<file path="src/rtl/rns_fwd_conv_seq.sv">
// rns_fwd_conv_seq: sequential binary-to-RNS forward converter.
// Moduli set {2^N-1, 2^N, 2^N+1, 2^(N+1)-1}. The operand is shifted out MSB
// first, and each lane performs a Horner step acc = (2*acc + b) mod m.
// The step needs at most one conditional subtraction, because 2*acc+b < 2*m.
module rns_fwd_conv_seq #(
   parameter int N  = 8,
   parameter int XW = 32
) (
   input  logic          clk,
   input  logic          rst_n,
   input  logic          in_valid,
   output logic          in_ready,
   input  logic [XW-1:0] x,
   output logic          out_valid,
   input  logic          out_ready,
   output logic [N-1:0]  r1,
   output logic [N-1:0]  r2,
   output logic [N:0]    r3,
   output logic [N:0]    r4,
   output logic          busy
);

   // Working width for one lane step. Every acc is below 2^(N+1), so 2*acc+1
   // always fits in N+2 bits.
   localparam int AW = N + 2;
   localparam int CW = $clog2(XW + 1);

   localparam logic [AW-1:0] M1 = (AW'(1) << N) - AW'(1);
   localparam logic [AW-1:0] M3 = (AW'(1) << N) + AW'(1);
   localparam logic [AW-1:0] M4 = (AW'(1) << (N + 1)) - AW'(1);

   typedef enum logic [1:0] {
      ST_IDLE = 2'd0,
      ST_BUSY = 2'd1,
      ST_DONE = 2'd2
   } state_t;

   // One Horner step of a modular lane: (2*acc + b) mod m.
   // The precondition acc < m limits the correction to a single subtraction.
   function automatic logic [AW-1:0] mod_step(input logic [AW-1:0] acc,
                                              input logic          b,
                                              input logic [AW-1:0] m);
      logic [AW-1:0] t;
      t = (acc << 1) + {{(AW-1){1'b0}}, b};
      if (t >= m) begin
         mod_step = t - m;
      end else begin
         mod_step = t;
      end
   endfunction

   state_t        state_q;
   logic [XW-1:0] sh_q;
   logic [CW-1:0] cnt_q;
   logic [N-1:0]  acc1_q, acc2_q;
   logic [N:0]    acc3_q, acc4_q;
   logic [N-1:0]  acc1_d, acc2_d;
   logic [N:0]    acc3_d, acc4_d;
   logic          in_ready_q;
   logic          out_valid_q;
   logic          busy_q;
   logic          bit_s;

   // Next lane values computed from the current shift-register MSB.
   always_comb begin
      bit_s  = sh_q[XW-1];
      acc1_d = N'(mod_step(AW'(acc1_q), bit_s, M1));
      // The 2^N lane is a plain shift: the low N bits of the bit history.
      if (N > 1) begin
         acc2_d = {acc2_q[N-2:0], bit_s};
      end else begin
         acc2_d = N'(bit_s);
      end
      acc3_d = (N+1)'(mod_step(AW'(acc3_q), bit_s, M3));
      acc4_d = (N+1)'(mod_step(AW'(acc4_q), bit_s, M4));
   end

   // Control FSM, datapath registers and registered handshake outputs.
   always_ff @(posedge clk or negedge rst_n) begin
      if (!rst_n) begin
         state_q     <= ST_IDLE;
         sh_q        <= '0;
         cnt_q       <= '0;
         acc1_q      <= '0;
         acc2_q      <= '0;
         acc3_q      <= '0;
         acc4_q      <= '0;
         in_ready_q  <= 1'b1;
         out_valid_q <= 1'b0;
         busy_q      <= 1'b0;
      end else begin
         case (state_q)
            ST_IDLE: begin
               if (in_valid && in_ready_q) begin
                  sh_q        <= x;
                  cnt_q       <= '0;
                  acc1_q      <= '0;
                  acc2_q      <= '0;
                  acc3_q      <= '0;
                  acc4_q      <= '0;
                  state_q     <= ST_BUSY;
                  in_ready_q  <= 1'b0;
                  busy_q      <= 1'b1;
                  out_valid_q <= 1'b0;
               end else begin
                  state_q     <= ST_IDLE;
                  in_ready_q  <= 1'b1;
                  busy_q      <= 1'b0;
                  out_valid_q <= 1'b0;
               end
            end
            ST_BUSY: begin
               sh_q   <= {sh_q[XW-2:0], 1'b0};
               acc1_q <= acc1_d;
               acc2_q <= acc2_d;
               acc3_q <= acc3_d;
               acc4_q <= acc4_d;
               cnt_q  <= cnt_q + CW'(1);
               if (cnt_q == CW'(XW - 1)) begin
                  state_q     <= ST_DONE;
                  busy_q      <= 1'b0;
                  out_valid_q <= 1'b1;
                  in_ready_q  <= 1'b0;
               end else begin
                  state_q     <= ST_BUSY;
                  busy_q      <= 1'b1;
                  out_valid_q <= 1'b0;
                  in_ready_q  <= 1'b0;
               end
            end
            ST_DONE: begin
               // Results stay in the accumulators until the consumer accepts them.
               if (out_ready) begin
                  state_q     <= ST_IDLE;
                  out_valid_q <= 1'b0;
                  in_ready_q  <= 1'b1;
                  busy_q      <= 1'b0;
               end else begin
                  state_q     <= ST_DONE;
                  out_valid_q <= 1'b1;
                  in_ready_q  <= 1'b0;
                  busy_q      <= 1'b0;
               end
            end
            default: begin
               state_q     <= ST_IDLE;
               in_ready_q  <= 1'b1;
               out_valid_q <= 1'b0;
               busy_q      <= 1'b0;
            end
         endcase
      end
   end

   assign in_ready  = in_ready_q;
   assign out_valid = out_valid_q;
   assign busy      = busy_q;
   assign r1        = acc1_q;
   assign r2        = acc2_q;
   assign r3        = acc3_q;
   assign r4        = acc4_q;

endmodule

</file>
<file path="config.mk">
export PLATFORM = sky130hd
export DESIGN_NAME = rns_fwd_conv_seq
export DESIGN_NICKNAME = d
export VERILOG_FILES = /design/src/rtl/rns_fwd_conv_seq.sv
export SDC_FILE = /design/constraint.sdc
export NUM_CORES = 1
export LEC_CHECK = 0
export BUFFER_PORTS_ARGS = -buffer_cell sky130_fd_sc_hd__buf_2
export CORE_AREA = 2 2 73 103
export DETAILED_ROUTE_END_ITERATION = 12
export DIE_AREA = 0 0 75 105
export PLACE_DENSITY = 0.89
export RECOVER_POWER = 50
export SLEW_MARGIN = 15
export SYNTH_ARGS = -nofsm -noshare
export SYNTH_HDL_FRONTEND = slang
export SYNTH_SLANG_ARGS = --single-unit
</file>
<file path="constraint.sdc">
create_clock -name clk -period 4.2 [get_ports clk]
set_input_delay 0 -clock clk [delete_from_list [all_inputs] [get_ports clk]]
set_output_delay 0 -clock clk [all_outputs]
set_load 0.05 [all_outputs]
</file>
==> impl.org, run 1 <==
** STA
- Final setup violation count :: 0
- Slew HR :: -21.9%
- Setup repair after global routing left no endpoint under its margin.
- FMAX :: 0.394 GHz
- At the pin with the least slew margin, the transition time is 1.83 ns.
- Across all setup checks in the final design, the least slack found is 1.66 ns.
- Dividing the final minimum period by the clock period gives 60.4%.
- Post-layout minimum cycle time :: 2.54 ns
- Worst Skew :: 0.00798 ns
- The hold violation count in the final report came to 0.
- Final slew viol count :: 78
- Setup Total Neg Slack :: 0 ns

** Detailed routing
- Count of nets left with antenna violations after detail routing :: 0
- In the routed layout, each cell is associated on average with a via count of 5.82.
- Final routed DRC violation total :: 0
- Iter 0 DRT Violations :: 208
- Wires add up to 9230 µm.
- In the final routed layout, each cell accounts on average for 15.7 µm.
- Total via count in the routed design :: 3,415
- TritonRoute pass-1 iters :: 5

** Clocking
- Insertion delay of the later-clocked pin in the worst-skew pair :: 0.35 ns
- Clock tree synthesis found a total of 77 sinks.
- CTS Buf Count :: 9
- The number of setup buffers added after CTS is 0.
- CTS tree :: yes
- The clock passes through at most 2 buffers.
- Maximum level of the CTS H-tree :: 3
- Clock-pin slew on the worst setup and hold paths :: 0.08 ns
- In this run, post-CTS repair resized a total of 0 instances.
- Clock tree root driver cell :: clkbuf_8
- Buffers inserted to repair hold after CTS numbered 34.

** GRT
- Gr ovfl total :: 0
- The first global-routing pass estimated 15,400 µm of wire.
- Vias in the first global route :: 3,326
- The initial antenna violation count came to 0.
- Global routing used 25.0% of the available tracks across all layers.
- Entering global routing, the biggest net connects 78 pins.

** Final layout
- Measured on the finished design, the core utilization comes to 70.1%.
- Area delta synth->final :: 24.1%
- Diode insertion count for antenna repair :: 0
- Excluding fillers, the count of instances in the completed layout stands at 587.
- Net total in the final layout :: 532
- Post-Layout Inst Area :: 0.00483 mm²
- In the final layout, the share of cells above drive strength 1 is 15.4%.

** Placed design
- The HPWL after detailed placement is 5740 µm.
- Place WS :: 1.70 ns
- The placed instances occupy a cell area of 0.00432 mm².
- In this run, placement finished with an instance count of 537.
- During placement, the flow inserted port buffers numbering 72.
- The congestion estimate from routability-driven global placement came to 0.842.

** Yosys
- Synthesized area divided by synthesized cell count :: 9.98 µm²
- Number of warnings issued by yosys :: 0
- The top cell type by area accounts for 48.9% of the synthesized area.
- Counting flops with a built-in enable in the synthesized netlist gives 0.
- The synthesized netlist devotes 18.9% of its cell area to compound gates.
- Counting every instance in the synthesized netlist gives 390.
- Fraction of the mapped netlist area in adder cells :: 2.89%
- By area the synthesized netlist is led by dfrtp_1 49%, mux2i_1 8.5%, o21ai_0 6.3%.
- Combinational family with the most area after synthesis :: compound AO/OA/AOI/OAI gates
- After synthesis, the share of cell area in mux cells is 8.49%.
- Post-synth top area cell :: dfrtp_1
- FF+latch count, synth :: 77
- After synthesis, flip-flops and latches occupy 49.5% of the total area.
- Synth Flop Type :: dfrtp_1
- For this run, asynchronously set or reset flops after synthesis account for 100%.
- Distinct cell type count of the synthesized netlist :: 46
- The number of nets in the synthesized netlist is 435.
- Post-Syn Area :: 0.00389 mm²
- Fraction of the mapped netlist area in simple logic gates :: 14.7%
- Summing the areas of all xor and xnor instances in the mapped netlist gives 2.25% of the synthesized area.

** Power and ir drop
- Leakage :: 0.00226 µW
- Dividing total power by cell area gives a power density of 815 mW/mm².
- VDD IR max :: 0.613 mV

** Worst setup path
- For the worst setup path, the data arrival time is 2.80 ns.
- For flop-to-flop paths, the worst setup slack is 1.66 ns.
- Along the worst path, the maximum fanout reaches 40.
- The kind of cell with the highest combined delay along the critical path is simple AND/OR/NAND/NOR gates.
- The critical path is of the reg -> reg type.
- Required @ worst endpoint :: 4.46 ns
- The number of buffers and inverters on the critical path is 2.
- CP startpoint kind :: register
- Traced cell by cell, the critical path runs through inv_1, ha_1, and3_1, nor2_4, buf_4, a41oi_1, o21bai_1.
- Type of element capturing the critical path :: register
- In this run the critical register-to-register path is launched from state_q[0]$_DFF_PN0_.
- For this design, the slowest cell found on the critical path is nor2_4.
- The most critical setup path has its startpoint at state_q[0]$_DFF_PN0_.
- Maximum single-stage delay on the critical path :: 0.69 ns

** Worst hold path
- Hold wc startpoint :: in_valid
- The worst hold path belongs to the class in -> reg.

** Floorplanning
- Floorplan die area :: 0.00788 mm²
- In this run the core area contains 36 standard-cell rows.
- The die is 105 µm tall.
- # IOs :: 73
- Die span in x :: 75 µm
- Core outline area :: 0.00689 mm²
- For this configuration, the core starts out at a cell density of 56.5%.

** Job
- Maximum Capacitance Violations :: 1

** Run status
- Violated checks :: capacitance limit, slew limit
- The run finished, with violations left.
## cell usage after synthesis (2+ instances only)
cell type  count
a21oi_1        6
a22o_1        10
a31oi_1        4
a32o_1         5
a32oi_1        4
and2_1         4
and3_1         5
and4_1         2
buf_2          5
clkbuf_1      17
dfrtp_1       76
ha_1           9
inv_1          9
mux2i_1       33
nand2_1       55
nand2b_1       3
nand3_1       12
nor2_1        12
nor2b_1        5
nor3_1         3
nor4_1         3
o2111ai_1      4
o211ai_1       8
o21ai_0       49
o21bai_1       2
o311ai_0       5
o31a_1         2
o31ai_1        3
or3_1          6
or4_1          5
xnor2_1        4
xor2_1         6
## cell type report
class                   count  area (µm²)
clock buffers              10         138
clock inverters             6        62.6
inverters                   9        33.8
repair buffers            109         698
flip-flops and latches     77        1930
multi-input cells         281        1850
fillers                   524        2060
well taps                  95         119
## worst min-delay path, cell delays in order
cell	delay (ns)
buf_2	0.09
a21boi_0	0.19
a211o_1	0.25
## flip-flops by register name, indices dropped and copies added, names as in the netlist
name / count
busy: 1
out_valid: 1
cnt_q: 6
r2: 8
r1: 8
r3: 9
state_q: 2
in_ready: 1
sh_q: 32
r4: 9
## layout by cell type, fill, tap and decap left out, types with 8 or more instances in the layout
cell type,instances
buf_2,51
clkbuf_8,10
dlygate4sd3_1,34
dfrtp_1,76
ha_1,8
mux2i_1,33
o21ai_0,49
a22o_1,10
nand3_1,12
o211ai_1,8
inv_1,9
clkbuf_1,20
nand2_1,55
nor2_1,10
## report_power, final
group | switching [µW] | internal [µW] | leakage, µW
combinational | 1350 | 636 | 0.00118
clock | 271 | 288 | 0.0000943
sequential | 326 | 1060 | 0.000984
## logic make-up (layout without fill, tap and decap cells)
logic type | count (synthesis) | count (layout)
xor gates and xnor gates | 10 | 10
adders and majority gates | 9 | 9
and+or+nand+nor | 119 | 119
DFF | 77 | 77
muxes | 33 | 33
buffers and inverters | 32 | 134
AOI/OAI and AO/OA | 110 | 110
## path summary, 6_finish.rpt
| kind | depth (start not counted) | to |
|---|---|---|
| setup / recovery | 7 | r4[8]$_DFFE_PN0P_ |
| hold / removal | 3 | in_ready$_DFF_PN1_ |
| setup reg to reg | 7 | r4[8]$_DFFE_PN0P_ |
| hold reg to reg | 2 | sh_q[11]$_DFFE_PN0P_ |
| max in group asynchronous | 2 | r1[7]$_DFFE_PN0P_ |
| min in group asynchronous | 2 | state_q[1]$_DFF_PN0_ |
## stage by stage
| step | hold slack, ns | power [µW] |
|---|---|---|
| 2_1_floorplan | -0.296 | 2890 |
| 3_3_place_gp | 0.196 | 3270 |
| 4_1_cts | 0.177 | 3950 |
| 6_report | 0.182 | 3940 |
| 5_1_grt | 0.205 | 4220 |
| 3_5_place_dp | 0.209 | 3360 |
## per-layer routing
| metal | track usage (%) | vias up | wire length, µm |
|---|---|---|---|
| met5 | 0 | - | 0 |
| met4 | 12.6 | 0 | 223 |
| met3 | 4.05 | 19 | 401 |
| met2 | 40.0 | 103 | 4750 |
| met1 | 31.8 | 1661 | 3850 |
| li1 | - | 1632 | - |
No activity file was read; power rests on OpenSTA's default activity.
==> inputs of run 2 (changes only) <==
- CORE_AREA: 2 2 73 103 -> 2 2 75 105
- DIE_AREA: 0 0 75 105 -> 0 0 77 107
- PLACE_DENSITY: 0.89 -> 0.86
- clock period: 4.2 -> 2.37 ns (I/O delays scaled with it)
==> impl.org, run 2 (same netlist as run 1, synthesis figures left out) <==
** Floorplanning
- Die Y :: 107 µm (was 105 µm)
- Core outline area :: 0.00731 mm² (was 0.00689 mm²)
- The row count was 37 (was 36).
- Floorplan die area :: 0.00824 mm² (was 0.00788 mm²)
- The width of the chip came to 77 µm (was 75 µm).
- Initial Util :: 53.2% (was 56.5%)
- # IOs :: 73 (unchanged)

** Worst setup path
- Required @ worst endpoint :: 2.61 ns (was 4.46 ns)
- The cell count of the worst reg-to-reg path is 5 (was 7).
- Setup Crit Path Kind :: reg -> reg (unchanged)
- CP startpoint kind :: register (unchanged)
- Type of element capturing the critical path :: register (unchanged)
- The arrival time of data at the critical path endpoint is 2.35 ns (was 2.80 ns).
- Worst-path maximum fanout :: 11 (was 40)

** Final layout
- Fraction of final layout cells sized beyond drive strength 1 :: 16.5% (was 15.4%)
- Net total in the final layout :: 538 (was 532)
- Most frequent standard cell in the layout excluding fill and tap cells :: dfrtp_1 (unchanged)
- Most flops, register :: sh_q (unchanged)
- Final core utilization :: 66.9% (was 70.1%)
- The combined area of the multi-input logic cells came to 0.00185 mm² (unchanged).
- The flip-flop count of the largest register, all copies and words added came to 32 (unchanged).
- Area delta synth->final :: 25.7% (was 24.1%)
- Top library cells by usage in the layout, fill and taps aside: 76 x dfrtp_1, 55 x nand2_1, 52 x buf_2 (was 76 x dfrtp_1, 55 x nand2_1, 51 x buf_2).
- Diode insertion count for antenna repair :: 0 (unchanged)
- Sequential cell area :: 0.00193 mm² (unchanged)
- The number of filler cells placed in the layout came to 568 (was 524).

** Power and ir drop
- Leakage :: 0.00231 µW (was 0.00226 µW)
- The power share of the clock group was 13.6% (was 14.2%).
- Power density cells :: 1470 mW/mm² (was 815 mW/mm²)
- The worst vdd rail ir drop came to 0.998 mV (was 0.613 mV).
- Seq pwr share :: 34.2% (was 35.2%)
- Fraction of power spent switching nets :: 48.8% (was 49.6%)
- Final total power :: 7180 µW (was 3940 µW)
- The switching power of the nets came to 3500 µW (was 1950 µW).
- The power share of the combinational group came to 52.2% (was 50.6%).
- The internal power of the cells is 3680 µW (was 1990 µW).

** STA
- The final-report max-slew violation count is 78 (unchanged).
- Worst-Margin Slew :: 1.86 ns (was 1.83 ns)
- The post-route clock period utilization was 88.8% (was 60.4%).
- Unrepaired setup endpoints after global routing :: false (unchanged)
- The maximum clock frequency was 0.475 GHz (was 0.394 GHz).
- The normalized max-slew margin was -23.7% (was -21.9%).
- Number of hold violations in the final report :: 0 (unchanged)
- The minimum clock period was 2.10 ns (was 2.54 ns).
- The total negative slack for setup checks was 0 ns (unchanged).
- Final critical-path setup slack :: 0.266 ns (was 1.66 ns)
- The final worst clock skew is 0.00703 ns (was 0.00798 ns).
- Hold_ws :: 0.211 ns (was 0.182 ns)
- Final setup violation count :: 0 (unchanged)

** Clocking
- Clock-pin slew on the worst setup and hold paths :: 0.07 ns (was 0.08 ns)
- Insertion delay of the later-clocked pin in the worst-skew pair :: 0.35 ns (about the same)
- The total number of H-tree levels came to 3 (unchanged).
- The number of buffers inserted for hold repair after clock tree synthesis is 34 (unchanged).
- CTS Buf Count :: 9 (unchanged)
- The deepest clock path buffer count was 2 (unchanged).
- Clock Sink Count :: 77 (unchanged)
- PostCTS Resize Cnt :: 0 (unchanged)
- The buffer cell driving the clock tree root was clkbuf_8 (unchanged).
- The buffer count from post-CTS setup fixing was 0 (unchanged).
- The CTS tree was yes (unchanged).

** Placed design
- The worst slack at placement was 0.252 ns (was 1.70 ns).
- The HPWL reported at the end of detailed placement is 5760 µm (was 5740 µm).
- The routability-driven placement congestion ratio was 0.930 (was 0.842).
- Number of input and output port buffers inserted :: 72 (unchanged)

** Detailed routing
- The vias after detailed routing is 3,432 (was 3,415).
- Iter 0 DRT Violations :: 230 (was 208)
- The routed wire length came to 9440 µm (was 9230 µm).
- Total met3 wirelength after detailed routing :: 422 µm (was 401 µm)
- Final routed DRC violation total :: 0 (unchanged)
- The remaining antenna violation count after routing was 0 (unchanged).
- The detailed-route wire length on metal 1 came to 3990 µm (was 3850 µm).
- Average wire per standard cell :: 15.9 µm (was 15.7 µm)
- TritonRoute pass-1 iters :: 4 (was 5)
- Top routing layer in use :: met4 (unchanged)
- Vias per inst :: 5.77 (was 5.82)
- Met2 routed WL :: 4840 µm (was 4750 µm)

** GRT
- The number of global-route vias before repair is 3,303 (was 3,326).
- The global-route wire length before repair was 15,600 µm (was 15,400 µm).
- The overall track demand over capacity in global routing came to 24.0% (was 25.0%).
- The initial antenna violation count was 0 (unchanged).
- Gr ovfl total :: 0 (unchanged)
- Maximum number of pins on one net before global-route repair :: 78 (unchanged)

** Run status
- Run status: complete, but fails checks (unchanged).
- Violated checks: capacitance limit, slew limit (unchanged).

** Worst hold path
- The path category of the worst min-delay check is in -> reg (unchanged).
- Number of cells traversed by the worst hold path :: 4 (was 3)

** Job
- Maximum Capacitance Violations :: 1 (unchanged)
run 2: cell count changes in the layout (fill, tap and decap cells not counted), sizes merged:
cell / before / now
clkinvlp: 3 / 0
buf: 54 / 61
clkinv: 2 / 4
run 2: worst paths after layout:
path / slack [ns] / end / start
min in group asynchronous: 0.70 / sh_q[2]$_DFFE_PN0P_ / rst_n
max: 0.27 / r3[1]$_DFFE_PN0P_ / sh_q[31]$_DFFE_PN0P_
max in group asynchronous: 0.58 / r2[2]$_DFFE_PN0P_ / rst_n
max reg2reg: 0.27 / r3[1]$_DFFE_PN0P_ / sh_q[31]$_DFFE_PN0P_
min reg2reg: 0.49 / sh_q[17]$_DFFE_PN0P_ / sh_q[17]$_DFFE_PN0P_
min: 0.21 / in_ready$_DFF_PN1_ / in_valid
run 2: critical path: stages, from the launching register on:
cell and delay, ns:
dfrtp_1 0.51, ha_1 0.24, or3_1 0.37, o31a_1 0.31, or3_1 0.32, a32o_1 0.24
run 2: power groups by stage:
stage                     registers, µW  clock network, µW  logic, µW
after floorplan                    3120                  0       2000
after global placement             2420                  0       3590
after detailed placement           2450                  0       3700
after CTS                          2430                997       3750
after global routing               2540               1070       4070
final                              2460                977       3740
run 2: metrics by stage:
step	instance area [µm²]	instances
floorplan	3890	390
global placement	4390	545
detailed placement	4390	545
CTS	4920	595
global route	4890	595
finish	4890	595
run 2: layout make-up:
cell class	instances	share of cell area, %
clock buffers	11	2.89
multi-input cells	281	37.8
inverters	9	0.690
well taps	97	2.48
repair buffers	115	15.7
clock inverters	5	1.02
flip-flops and latches	77	39.4
run 2: metal layers:
layer	global-route usage, %	vias to the layer above
met5	0	-
met4	10.3	0
met3	5.05	13
met2	40.9	112
met1	29.4	1675
li1	-	1632
